## src/rtl/dds_pkg.sv

```systemverilog
`timescale 1ns/1ps
// Shared types and default widths for the DDS pulse-gating path.
package dds_pkg;

    localparam int DDS_DATA_W = 32;
    localparam int DDS_CNT_W  = 32;

    typedef enum logic [1:0] {
        ST_IDLE = 2'd0,
        ST_ON   = 2'd1,
        ST_OFF  = 2'd2,
        ST_DONE = 2'd3
    } gate_state_e;

endpackage

```

## src/rtl/dds_pri_timer.sv

```systemverilog
`timescale 1ns/1ps
// PRI counter: free-runs 0..pri-1 while enabled; the wrap strobe marks a pulse start.
module dds_pri_timer
    import dds_pkg::*;
#(
    parameter int CNT_W = DDS_CNT_W
) (
    input  logic             clk_i,
    input  logic             resetn_i,
    input  logic             load_i,
    input  logic [CNT_W-1:0] pri_i,
    input  logic             clear_i,
    input  logic             run_i,
    output logic             wrap_o
);

    logic [CNT_W-1:0] period_q;
    logic [CNT_W-1:0] cnt_q;
    logic [CNT_W-1:0] cnt_d;
    logic             at_end;

    assign at_end = (cnt_q == period_q - CNT_W'(1));
    assign wrap_o = run_i && at_end;

    always_comb begin
        cnt_d = cnt_q;
        if (clear_i) begin
            cnt_d = '0;
        end else if (run_i) begin
            cnt_d = at_end ? '0 : cnt_q + CNT_W'(1);
        end
    end

    always_ff @(posedge clk_i or negedge resetn_i) begin
        if (!resetn_i) begin
            period_q <= '0;
            cnt_q    <= '0;
        end else begin
            cnt_q <= cnt_d;
            if (load_i) begin
                period_q <= pri_i;
            end
        end
    end

endmodule

```

## src/rtl/dds_pulse_gate.sv

```systemverilog
`timescale 1ns/1ps
// Gates a free-running DDS sample stream into RADAR pulses, one AXI4-Stream packet
// per pulse; samples outside a pulse are drained so the DDS phase stays continuous.
module dds_pulse_gate
    import dds_pkg::*;
#(
    parameter int DATA_W = DDS_DATA_W,
    parameter int CNT_W  = DDS_CNT_W
) (
    input  logic              clk_i,
    input  logic              resetn_i,
    input  logic              enable_i,
    input  logic [CNT_W-1:0]  pulse_width_i,
    input  logic [CNT_W-1:0]  pri_i,
    input  logic [15:0]       num_pulses_i,
    input  logic [DATA_W-1:0] s_axis_data_tdata,
    input  logic              s_axis_data_tvalid,
    output logic              s_axis_data_tready,
    output logic [DATA_W-1:0] m_axis_pulse_tdata,
    output logic              m_axis_pulse_tvalid,
    output logic              m_axis_pulse_tlast,
    input  logic              m_axis_pulse_tready,
    output logic              busy_o,
    output logic              pulse_active_o,
    output logic [15:0]       pulse_count_o,
    output logic              frame_done_o,
    output logic              overrun_o,
    output logic              cfg_err_o
);

    gate_state_e       state_q;
    logic              en_q;
    logic [CNT_W-1:0]  pw_q;
    logic [CNT_W-1:0]  smp_cnt_q;
    logic [15:0]       np_q;
    logic [15:0]       pcnt_q;
    logic              ovr_q;
    logic              cfg_err_q;
    logic              wrap_pend_q;
    logic              m_valid_q;
    logic              m_last_q;
    logic [DATA_W-1:0] m_data_q;

    logic        start;
    logic        cfg_ok;
    logic        timer_run;
    logic        pri_wrap;
    logic        s_ready;
    logic        in_hs;
    logic        out_hs;
    logic        last_hs;
    logic        frame_end;
    logic [15:0] pcnt_inc;

    assign start     = (state_q == ST_IDLE) && enable_i && !en_q;
    assign cfg_ok    = (pulse_width_i != '0) && (pri_i > pulse_width_i);
    assign timer_run = (state_q == ST_ON) || (state_q == ST_OFF);
    assign s_ready   = (state_q == ST_OFF) ||
                       ((state_q == ST_ON) && (!m_valid_q || m_axis_pulse_tready) &&
                        (smp_cnt_q < pw_q));
    assign in_hs     = s_axis_data_tvalid && s_ready;
    assign out_hs    = m_valid_q && m_axis_pulse_tready;
    assign last_hs   = out_hs && m_last_q;
    assign pcnt_inc  = (pcnt_q == 16'hFFFF) ? pcnt_q : pcnt_q + 16'd1;
    assign frame_end = (np_q != 16'd0) && (({1'b0, pcnt_q} + 17'd1) == {1'b0, np_q});

    dds_pri_timer #(
        .CNT_W (CNT_W)
    ) u_pri_timer (
        .clk_i    (clk_i),
        .resetn_i (resetn_i),
        .load_i   (start),
        .pri_i    (pri_i),
        .clear_i  (start),
        .run_i    (timer_run),
        .wrap_o   (pri_wrap)
    );

    always_ff @(posedge clk_i or negedge resetn_i) begin
        if (!resetn_i) begin
            state_q     <= ST_IDLE;
            en_q        <= 1'b0;
            pw_q        <= '0;
            np_q        <= '0;
            smp_cnt_q   <= '0;
            pcnt_q      <= '0;
            ovr_q       <= 1'b0;
            cfg_err_q   <= 1'b0;
            wrap_pend_q <= 1'b0;
        end else begin
            en_q <= enable_i;
            case (state_q)
                ST_IDLE: begin
                    if (start) begin
                        pw_q        <= pulse_width_i;
                        np_q        <= num_pulses_i;
                        pcnt_q      <= '0;
                        ovr_q       <= 1'b0;
                        smp_cnt_q   <= '0;
                        wrap_pend_q <= 1'b0;
                        if (cfg_ok) begin
                            cfg_err_q <= 1'b0;
                            state_q   <= ST_ON;
                        end else begin
                            cfg_err_q <= 1'b1;
                        end
                    end
                end
                ST_ON: begin
                    if (in_hs) begin
                        smp_cnt_q <= smp_cnt_q + CNT_W'(1);
                    end
                    // A wrap landing on the tlast handshake is an on-time start, not an overrun.
                    if (last_hs) begin
                        pcnt_q      <= pcnt_inc;
                        smp_cnt_q   <= '0;
                        wrap_pend_q <= 1'b0;
                        if (frame_end || !enable_i) begin
                            state_q <= ST_DONE;
                        end else if (wrap_pend_q || pri_wrap) begin
                            state_q <= ST_ON;
                        end else begin
                            state_q <= ST_OFF;
                        end
                    end else if (pri_wrap) begin
                        ovr_q       <= 1'b1;
                        wrap_pend_q <= 1'b1;
                    end
                end
                ST_OFF: begin
                    if (!enable_i) begin
                        state_q <= ST_DONE;
                    end else if (pri_wrap) begin
                        state_q <= ST_ON;
                    end
                end
                ST_DONE: begin
                    state_q <= ST_IDLE;
                end
                default: begin
                    state_q <= ST_IDLE;
                end
            endcase
        end
    end

    always_ff @(posedge clk_i or negedge resetn_i) begin
        if (!resetn_i) begin
            m_valid_q <= 1'b0;
            m_last_q  <= 1'b0;
            m_data_q  <= '0;
        end else if (in_hs && (state_q == ST_ON)) begin
            m_valid_q <= 1'b1;
            m_data_q  <= s_axis_data_tdata;
            m_last_q  <= (smp_cnt_q == pw_q - CNT_W'(1));
        end else if (out_hs) begin
            m_valid_q <= 1'b0;
            m_last_q  <= 1'b0;
        end
    end

    assign s_axis_data_tready  = s_ready;
    assign m_axis_pulse_tdata  = m_data_q;
    assign m_axis_pulse_tvalid = m_valid_q;
    assign m_axis_pulse_tlast  = m_last_q;
    assign busy_o              = (state_q != ST_IDLE);
    assign pulse_active_o      = (state_q == ST_ON);
    assign pulse_count_o       = pcnt_q;
    assign frame_done_o        = (state_q == ST_DONE);
    assign overrun_o           = ovr_q;
    assign cfg_err_o           = cfg_err_q;

endmodule

```

## config.mk

```make
export PLATFORM = sky130hd
export DESIGN_NAME = dds_pulse_gate
export DESIGN_NICKNAME = d
export VERILOG_FILES = /design/src/rtl/dds_pkg.sv /design/src/rtl/dds_pri_timer.sv /design/src/rtl/dds_pulse_gate.sv
export SDC_FILE = /design/constraint.sdc
export NUM_CORES = 1
export LEC_CHECK = 0
export CAP_MARGIN = 30
export CORE_MARGIN = 5
export CORE_UTILIZATION = 58
export CTS_BUF_LIST = sky130_fd_sc_hd__clkbuf_4 sky130_fd_sc_hd__clkbuf_8
export DETAILED_ROUTE_END_ITERATION = 7
export PLACE_DENSITY = 0.82
export SLEW_MARGIN = 20
export SYNTH_ARGS = -nofsm -noshare
export SYNTH_HDL_FRONTEND = slang
export SYNTH_SLANG_ARGS = --single-unit
```

## constraint.sdc

```tcl
create_clock -name clk_i -period 4.75 [get_ports clk_i]
set_input_delay 0.7125 -clock clk_i [delete_from_list [all_inputs] [get_ports clk_i]]
set_output_delay 0.7125 -clock clk_i [all_outputs]
set_load 0.01 [all_outputs]
```

Word-level counts from Yosys, hierarchy flattened
Index checks and enable logic that the tools add are counted.

Bits of input ports: 117. Memory bits (read-only): 0. Output and inout port bits: 56. Logic and storage cells: 99. Register bits after elaboration: 200. RAM bits: 0. Latch bits: 0. Memories: 0.

Add/subtract/negate cells: 6. Bitwise logic cells: 0. Shift operators: 0. Mux-type cells: 29. Reductions and logical operators: 32. $mul: 0. $lt $le $gt $ge: 2. Divide/modulo/power cells: 0. Eq/ne operators: 16.

Operators with widths (count): $mux 32 (6); $add 32x1->32 const B (2); $eq 32x32->1 (2); $pmux 32 s2 (1); $sub 32x1->32 const B (2); $mux 16 (3); $gt 32x32->1 (1); $lt 32x32->1 (1); $pmux 16 s2 (1); $reduce_bool 32->1 (1); $add 16x1->17 const B (1); $eq 17x16->1 (1); $add 16x1->16 const B (1); $eq 16x16->1 const B (1); $reduce_bool 16->1 (1); $mux 2 (7); $reduce_and 4->1 (3); $logic_and 1x1->1 (11); $mux 1 (8); $ne 2x2->1 const B (4); $pmux 2 s4 (1); $reduce_bool 2->1 (4); $ne 3x1->1 const B (2); $reduce_and 3->1 (2); 9 further kinds (18).

Logic depth before layout (Yosys ltp)
Depth after elaboration: 9. Depth in mapped cells: 14. Mapped depth without buffers: 11.

By module
A second synthesis with hierarchy kept.

Cells, all modules: 1639. Area, all modules: 14072.2 µm².

By module, submodules not included: dds_pulse_gate (cells each 1106, area an instance 9539.1 µm², times used 1, sequential area each 3403.3 µm²); dds_pri_timer (cells each 533, area an instance 4533.1 µm², times used 1, sequential area each 1601.5 µm²).

Least setup slack after synthesis
OpenSTA, ideal clock, no wires.

Path kind: reg2reg. From: register u_pri_timer.period_q[0]. To: register u_pri_timer.cnt_q[31]. Arrival time: 3856 ps. Setup slack: 770 ps. Required time: 4626 ps. Setup time: 124 ps. Stages on the path, launching flop included: 14. Cell sequence: dfrtp_1 > inv_1 > ha_1 > or4b_1 > or4_1 > buf_2 > or3_1 > a2111oi_0 > nand4_1 > or4_4 > o21a_4 > buf_6 > o211a_1 > a211o_1.

Word-level cells in the longest chain between the ends: 5.

Ends and longest elaborated chain: start, declared (RTL line dds_pri_timer.sv:17) `logic [CNT_W-1:0] period_q;`; start signal, assigned (RTL line dds_pri_timer.sv:41) `period_q <= pri_i;`; $sub 32x1->32 (RTL line dds_pri_timer.sv:22) `assign at_end = (cnt_q == period_q - CNT_W'(1));`; $eq 32x32->1 (RTL line dds_pri_timer.sv:22); $mux 32 (RTL line dds_pri_timer.sv:30) `cnt_d = at_end ? '0 : cnt_q + CNT_W'(1);`; $mux 32 (RTL line dds_pri_timer.sv:29) `end else if (run_i) begin`; $mux 32 (RTL line dds_pri_timer.sv:27) `if (clear_i) begin`; end signal, assigned (RTL line dds_pri_timer.sv:39) `cnt_q <= cnt_d;`; end, declared (RTL line dds_pri_timer.sv:18) `logic [CNT_W-1:0] cnt_q;`.

Every way passes these cells. The select of a mux whose other input is x is not followed. A chain may end at the register's enable or synchronous reset.

Final worst setup path
Same ends and word-level chain as after synthesis.

==> flow_summary.yaml <==
status:
  status: "finished, final reports clean"
placed_design:
  placedCellCount: 1900
  post_dp_cell_area_mm2: 0.01540
  place_hpwl_um: 29380
  gp_congestion: 0.9892
  port-buffer-count: 172
  preCtsSetupSlack_ns: 0.5211
cts:
  ctsHoldBuffers: 0
  cts_resized: 0
  clock_latency_ns: 0.50
  cts_tree: "yes"
  clk_pin_slew_worst_paths_ns: 0.13
  numCtsBuffers: 17
  clk_path_buf_depth: 2
  cts.sinks: 200
  postCtsSetupBuffers: 0
  ctsHtreeMaxLevel: 4
  root_buffer: "clkbuf_8"
logic_synthesis:
  yosysMostFrequentCell: "dfrtp_1"
  synth-edff-count: 0
  synthDominantCellAreaShare_pct: 37.23
  ys_seq_elements: 200
  seq_area_frac_synth_pct: 37.23
  syn_inst: 1504
  syn_avg_cell_area_um2: 8.937
  synth.distinct_cells: 69
  netlist_top_cells_area: "dfrtp_1 (37%), mux2_2 (7.0%), ha_1 (6.8%), xnor2_1 (4.4%), o21ai_0 (3.9%)"
  synth_warnings: 0
  async_flop_share_pct: 100.0
  syn_area_mm2: 0.01344
  synthFlopType: "dfrtp_1"
  synth.top_cells.by_count: "dfrtp_1 (200), nand2_1 (123), o21ai_0 (104)"
  synth_largest_area_cell: "dfrtp_1"
  syn_nets: 1694
route:
  antenna_left: 0
  vias: 12350
  drc_errors: 0
  drt_wl_total_um: 38380
  drtPass1Iterations: 6
  vias_per_cell: 6.386
  drt_iter0_markers: 1031
  wl_per_cell_um: 19.84
layout:
  finalNetCount: 1825
  regArea_mm2: 0.005005
  final_util_pct: 69.82
  stdcell_area_mm2: 0.01586
  fill_cells: 1749
  drive_gt1_share_pct: 9.527
  syn_to_final_growth_pct: 17.97
  stdcell_count: 1934
  multiInputGateArea_mm2: 0.007828
sta:
  layout_min_cycle_time_ns: 4.316
  period_share_pct: 90.87
  fin_worst_hold_slack_ns: 0.1405
  hold_viol_final: 0
  relSlewSlack_pct: 40.73
  worstMarginPinSlew_ns: 0.8823
  fin_ws_ns: 0.4338
  fin_setup_tns_ns: 0
  final_max_slew_viol_count: 0
  fmax_mhz: 231.7
  clock_skew_ns: 0.02139
  finalSetupViolCount: 0
  rsz0062_at_grt: "no"
power:
  peakVddDrop_v: 0.0003637
  power_density_mw_per_mm2: 513.2
  p_total_mw: 8.137
  leakagePower_nw: 6.807
critical_path:
  crit_buf_inv: 1
  crit_family: "simple AND/OR/NAND/NOR gates"
  critical_path_class: "reg2reg"
  end_kind: "flop"
  cpMaxStageDelayCell: "or4b_1"
  critPathMaxStageDelay_ns: 0.55
  startpoint_type: "flop"
  critical_path.max_fanout: 8
  worstPathArrival_ns: 4.72
  path_cells: "inv_1 > ha_1 > or4b_1 > or4_1 > or3_1 > a2111oi_0 > nand4_1 > or4_4 > o21ai_1 > nor4_1 > a211o_1"
  cp.required_ns: 5.15
min_path:
  hp-class: "in2async"
grt:
  grt_pass1_vias: 12150
  grt_max_degree: 82
  antenna_found_initial: 1
  track_usage_pct: 29.21
  grt_first_pass_wirelength_um: 62040
  overflow: 0
floorplanning:
  io_pins: 173
  dieArea_mm2: 0.02632
  rows: 55
  die_h_um: 162.2
  core_mm2: 0.02271
  die_width_um: 162.2
  start_util_pct: 59.19
flow_run:
  drv_cap: 0
-- layout by cell type, fill, tap and decap left out, types with 24 or more instances in the layout --
cell,n
xor2_1,38
xnor2_1,67
clkdlybuf4s50_1,171
nand4_1,35
nor3_1,44
a21oi_1,59
dfrtp_1,200
ha_1,73
nand3_1,57
and3_1,25
mux2_2,83
o21ai_0,104
a31oi_1,30
nor2_1,92
inv_1,88
or3_1,24
nor4_1,40
nand2_1,122
-- final timing paths --
check,slack (ns),start,to,depth (start not counted)
min reg2reg,0.52,m_axis_pulse_tdata[23]$_DFFE_PN0P_,m_axis_pulse_tdata[23]$_DFFE_PN0P_,1
max,0.43,u_pri_timer.period_q[0]$_DFFE_PN0P_,u_pri_timer.cnt_q[31]$_DFFE_PN0P_,11
max in group asynchronous,3.83,resetn_i,pw_q[18]$_DFFE_PN0P_,2
min in group clk_i,0.52,m_axis_pulse_tdata[23]$_DFFE_PN0P_,m_axis_pulse_tdata[23]$_DFFE_PN0P_,1
max reg2reg,0.43,u_pri_timer.period_q[0]$_DFFE_PN0P_,u_pri_timer.cnt_q[31]$_DFFE_PN0P_,11
min,0.14,resetn_i,smp_cnt_q[25]$_DFFE_PN0P_,1
-- state kept, by name, indices dropped and copies added (netlist names), 2 cells and up --
signal,count
m_axis_pulse_tdata,32
pw_q,32
smp_cnt_q,32
u_pri_timer.cnt_q,32
u_pri_timer.period_q,32
np_q,16
pulse_count_o,16
state_q,2
-- metal layers --
| layer | part of all wire [%] | up-vias | routed length, µm | track usage (%) |
|---|---|---|---|---|
| met3 | 7.5 | 100 | 2865 | 5.354 |
| met2 | 48 | 507 | 18420 | 47.76 |
| met4 | 4.9 | 0 | 1883 | 14.61 |
| met1 | 40 | 5969 | 15210 | 37.32 |
| li1 | - | 5775 | - | - |
| met5 | 0 | - | 0 | 0 |
-- cell families after synthesis --
logic type                 Yosys count  synth area share [%]
adders and majority gates           73                 6.795
DFF                                200                 37.23
AOI/OAI and AO/OA                  326                 15.52
muxes                               93                 7.698
buffers and inverters              165                 4.775
and+or+nand+nor                    542                 21.14
xor gates and xnor gates           105                 6.842
-- final cells by class --
class,instances,area share [%]
sequential,200,31.56
inverter,88,2.083
clock buffer,17,1.476
multi-input combinational,1139,49.36
tap,285,2.249
antenna,1,0.01578
timing repair buffer,189,11.88
clock inverter,15,1.373
-- power by group --
part	total, mW	switching [mW]	internal [mW]	leakage [nW]
clock network	1.22	0.780	0.437	0.223
registers	3.00	0.753	2.24	2.56
logic	3.93	2.10	1.82	4.02
-- worst register-to-register path, cell delays in order (launching register included) --
cell	delay, ns
dfrtp_1	0.46
inv_1	0.08
ha_1	0.25
or4b_1	0.55
or4_1	0.53
or3_1	0.41
a2111oi_0	0.43
nand4_1	0.15
or4_4	0.49
o21ai_1	0.51
nor4_1	0.13
a211o_1	0.24
Note: power is estimated with default switching activity, not from simulation.
==> patch 1 (same flow settings) <==
Change the package constant `DDS_CNT_W` from 32 to 36.
--- a/src/rtl/dds_pkg.sv
+++ b/src/rtl/dds_pkg.sv
@@ -3,7 +3,7 @@
 package dds_pkg;
 
     localparam int DDS_DATA_W = 32;
-    localparam int DDS_CNT_W  = 32;
+    localparam int DDS_CNT_W  = 36;
 
     typedef enum logic [1:0] {
         ST_IDLE = 2'd0,
Interface: changed (resized pri_i and pulse_width_i); port bits go from 173 to 181. The function was not compared with the original's and may differ.
==> patch 1 against the original RTL <==
Total power rose by 11%; register-to-register slack improved by 0.46 ns; final cell count rose by 11%; final area rose by 11%; worst setup slack improved by 0.018 ns; via count rose by 9.2%; non-clock buffer count rose by 8; sequential share of layout area fell by 0.76 points; area after synthesis rose by 8.8%; sequential cell count rose by 16; first-iteration DRC count rose by 38%; routed wire length rose by 9.2%; utilization rose by 0.27 points; critical path type is now flop to output port; largest power group unchanged; highest routed layer unchanged.
==> patch 1: results (changes against the original RTL) <==
Layout
  • Share of layout cells above drive strength 1: 11.1% (was 9.53%)
  • Seq cells: 216 (was 200)
  • Layout Nets: 1986 (was 1825)
  • Fillcell total: 1954 (was 1749)
  • Non-clock buffering overhead: 11.1% (was 11.9%)
  • N_diodes: 5 (was 1)
  • Area Growth Syn to Fin: 20.0% (was 18.0%)
  • CLK BUF: 64 (was 17)

Timing
  • Hold slack: 0.249 ns (was 0.141 ns)
  • Final Skew: 0.0296 ns (was 0.0214 ns)

Clocking
  • CTS HTree Levels: 2 (was 4)
  • CTS Buf Count: 42 (was 17)
  • Worst-path clk slew: 0.06 ns (was 0.13 ns)

GRT
  • First-pass GRT wire length: 68.0 mm (was 62.0 mm)
  • Initial antenna violation count: 5 (was 1)
  • Largest net degree at the start of global routing: 124 (was 82)

Power and ir drop
  • Comb pwr: 3.97 mW (was 3.93 mW)
  • Leakage power: 7.44 nW (was 6.81 nW)
  • Switch Pwr: 3.74 mW (was 3.64 mW)
  • VDD IR max: 0.000324 V (was 0.000364 V)

Yosys
  • Post-synthesis adder-cell area fraction: 6.93% (was 6.80%)
  • Area fraction in compound gates after synthesis: 16.0% (was 15.5%)
  • Commonest cells post-synth: dfrtp_1, nand2_1, o21ai_0 (unchanged)
  • Synth Area per Inst: 8.97 um^2 (was 8.94 um^2)
  • Proportion of synthesized area in mux cells: 7.59% (was 7.70%)
  • Post-synthesis xor/xnor area fraction: 6.59% (was 6.84%)
  • Post-Syn Instances: 1630 (was 1504)

Critical path
  • FF-to-FF path depth: 12 (was 11)
  • Slowest cell on the critical path: clkdlybuf4s50_1 (was or4b_1)

Routing
  • Initial DRT Pass Iterations: 7 (was 6)

Status
  • Status: complete, no violations (unchanged)

Place
  • Cell Area, Placed: 16600 um^2 (was 15400 um^2)
==> patch 1: cell types whose count changed after synthesis, moves of 9 or more <==
cell      unedited run  this run
nand2_1            123       133
clkbuf_1            67        76
o31ai_1             15        33
inv_1               88       100
a21oi_1             59        83
a21o_1              12        30
nand4_1             35        59
or3_1               24        10
or4_1               20        34
nor2_1              92        69
dfrtp_1            200       216
==> patch 1: how the worst max path moves through the flow <==
stage                                              startpoint                                  to  depth (start not counted)
after detailed placement  u_pri_timer.period_q[2]$_DFFE_PN0P_   u_pri_timer.cnt_q[34]$_DFFE_PN0P_                         10
after floorplan                          pw_q[17]$_DFFE_PN0P_  m_axis_pulse_tdata[10]$_DFFE_PN0P_                         14
final                               smp_cnt_q[17]$_DFFE_PN0P_                  s_axis_data_tready                         10
after CTS                           smp_cnt_q[17]$_DFFE_PN0P_                  s_axis_data_tready                         10
after global routing                     pw_q[17]$_DFFE_PN0P_                  s_axis_data_tready                         11
after global placement    u_pri_timer.period_q[2]$_DFFE_PN0P_   u_pri_timer.cnt_q[34]$_DFFE_PN0P_                         10
==> patch 1: metal layers <==
| metal | routed length [um] | track usage [%] | up-vias |
|---|---|---|---|
| met3 | 2660 | 4.48 | 125 |
| met5 | 0 | 0 | - |
| met2 | 20300 | 47.4 | 500 |
| met1 | 17100 | 38.1 | 6534 |
| met4 | 1780 | 13.2 | 0 |
| li1 | - | - | 6333 |
==> patch 1: cells by family (layout without fill, tap and decap cells) <==
family	count (synthesis)	in the layout
flip-flops	216	216
other	0	5
AND/OR/NAND/NOR	558	558
multiplexers	100	100
adder cells (fa/ha/maj)	81	81
AO/OA/AOI/OAI	374	374
XOR/XNOR	110	110
buffers and inverters	191	373
==> patch 2 (config.mk and constraints unchanged) <==
Without the edit above. Encoding of `gate_state_e`: now one-hot (4 bits for 4 states).
--- a/src/rtl/dds_pkg.sv
+++ b/src/rtl/dds_pkg.sv
@@ -5,11 +5,11 @@
     localparam int DDS_DATA_W = 32;
     localparam int DDS_CNT_W  = 32;
 
-    typedef enum logic [1:0] {
-        ST_IDLE = 2'd0,
-        ST_ON   = 2'd1,
-        ST_OFF  = 2'd2,
-        ST_DONE = 2'd3
+    typedef enum logic [3:0] {
+        ST_IDLE = 4'b0001,
+        ST_ON   = 4'b0010,
+        ST_OFF  = 4'b0100,
+        ST_DONE = 4'b1000
     } gate_state_e;
 
 endpackage
Check against the original RTL: same outputs for any inputs over 4 cycles, from zero or initial values and one cycle with resetn_i low; so few cycles prove little.
==> patch 2 against the original RTL <==
Final area is 0.13% lower; sequential cell count up 2; critical path depth fell by 2; worst setup slack improved by 0.068 ns; routed wire length decreased by 0.47%; largest cell class unchanged; area after synthesis is 2.0% lower; critical endpoint is now s_axis_data_tready; clock skew grew 0.0031 ns.
Power is not compared: it rests on default switching activity, and its combinational part moved more than twofold at a synthesized area within 25%.
==> patch 2: results (changes against the original RTL) <==
Status
  • Status: complete, no violations (unchanged)

Critical path
  • Crit path max fanout: 9 (was 8)
  • CP Launch Point: smp_cnt_q[6]$_DFFE_PN0P_ (was u_pri_timer.period_q[0]$_DFFE_PN0P_)
  • Worst R2R Setup Slack: 0.95 ns (was 0.43 ns)
  • Worst r2r src: state_q[3]$_DFFE_PN0P_ (was u_pri_timer.period_q[0]$_DFFE_PN0P_)
  • Worst path arrival time: 3.54 ns (was 4.72 ns)
  • FF-to-FF path depth: 10 (was 11)
  • Reg2reg end: smp_cnt_q[26]$_DFFE_PN0P_ (was u_pri_timer.cnt_q[31]$_DFFE_PN0P_)

Clocking
  • CTS Buf Count: 37 (was 17)
  • # resized after CTS: 0 (unchanged)
  • Clock latency on the worst-skew pair: 0.55 ns (was 0.50 ns)
  • Root buffer cell: clkbuf_8 (unchanged)
  • Worst-path clk slew: 0.06 ns (was 0.13 ns)
  • Post-CTS setup repair buffer count: 0 (unchanged)
  • CTS HTree Levels: 2 (was 4)
  • Longest Clk Path Bufs: 3 (was 2)

Yosys
  • Ys Warns: 0 (unchanged)
  • Dominant cells by area after synthesis: dfrtp_1, nand2_1, ha_1 (was dfrtp_1, mux2_2, ha_1)
  • Commonest cells post-synth: nand2_1, dfrtp_1, nor2_1 (was dfrtp_1, nand2_1, o21ai_0)
  • Fraction of registers with async set/reset: 100% (unchanged)
  • Post-synth EDFFs: 0 (unchanged)
  • Synthesized Nets: 1785 (was 1694)
  • Unique masters post-synth: 79 (was 69)
  • Register area share after synthesis: 38.4% (was 37.2%)

Routing
  • Routed len/inst: 18.5 um (was 19.8 um)
  • Via Count: 12400 (about the same)
  • Detailed Route Iter0 Violations: 962 (was 1031)
  • Initial DRT Pass Iterations: 5 (was 6)

Place
  • DP HPWL: 28.4 mm (was 29.4 mm)
  • RD Place Congestion: 0.942 (was 0.989)
  • Pre-CTS setup slack: 0.917 ns (was 0.521 ns)
  • # port buffers: 172 (unchanged)

Timing
  • Rel. slew slack: 37.7% (was 40.7%)
  • Final Skew: 0.0245 ns (was 0.0214 ns)

GRT
  • Gr usage total: 29.3% (was 29.2%)
  • First-pass GRT wire length: 62.2 mm (was 62.0 mm)
  • Initial antenna violation count: 0 (was 1)
  • Largest net degree at the start of global routing: 104 (was 82)

Layout
  • Share of layout cells above drive strength 1: 6.02% (was 9.53%)
  • N_diodes: 0 (was 1)
  • Layout Nets: 1940 (was 1825)

Min path
  • Worst min path class: primary input to async pin (unchanged)

Power and ir drop
  • Leakage power: 7.15 nW
  • VDD IR max: 0.000284 V
patch 2: through the flow:
| step | instances | utilization, % | cell area (um^2) | hold slack, ns |
|---|---|---|---|---|
| floorplan | 1599 | - | 13200 | 0.417 |
| global placement | 1998 | 66.9 | 15100 | 0.457 |
| detailed placement | 2000 | 67.0 | 15100 | 0.462 |
| CTS | 2061 | 70.4 | 15800 | 0.0624 |
| global route | 2061 | 70.4 | 15800 | 0.0791 |
| finish | 2061 | 70.4 | 15800 | 0.0702 |
patch 2: power by group:
group / switching, mW / internal, mW
combinational: 0.901 / 0.771
sequential: 0.338 / 2.01
clock: 0.756 / 0.953
patch 2: worst max-delay path by stage:
stage | endpoint | cells past startpoint | slack, ns
after global placement | smp_cnt_q[30]$_DFFE_PN0P_ | 11 | 1.09
after detailed placement | smp_cnt_q[26]$_DFFE_PN0P_ | 11 | 0.92
after floorplan | u_pri_timer.cnt_q[19]$_DFFE_PN0P_ | 12 | 1.74
final | s_axis_data_tready | 9 | 0.50
after CTS | s_axis_data_tready | 10 | 0.56
after global routing | s_axis_data_tready | 10 | 0.22
patch 2: cell families (layout without fill, tap and decap cells):
logic type               after synthesis  after routing  synth area share (%)
AND/OR/NAND/NOR                      782            782                  28.6
AO/OA/AOI/OAI                        247            247                  12.0
flip-flops                           202            202                  38.4
buffers and inverters                153            330                  4.68
XOR/XNOR                             136            136                  9.05
adder cells (fa/ha/maj)               69             69                  6.56
multiplexers                          10             10                 0.779
patch 2: routing by layer:
layer | vias up | track usage (%) | wire, um
met2 | 494 | 46.0 | 17200
li1 | 5876 | - | -
met1 | 5957 | 39.7 | 16400
met5 | - | 0 | 0
met4 | 0 | 10.6 | 1320
met3 | 92 | 7.39 | 3280
patch 2: worst max-delay path: stages, from the launching register on:
cell,delay [ns]
dfrtp_1,0.52
ha_1,0.29
o21ai_0,0.21
nor2_1,0.08
o21ai_0,0.15
a21oi_1,0.08
o311ai_0,0.77
nand2_1,0.16
nand2_1,0.17
clkdlybuf4s50_1,0.57
patch 2: area by class of cell:
cell class,instances,area [um^2]
well taps,285,357
clock inverters,6,42.5
clock buffers,55,707
flip-flops and latches,202,5060
repair buffers,183,1840
inverters,86,323
fillers,1850,6670
multi-input cells,1244,7510
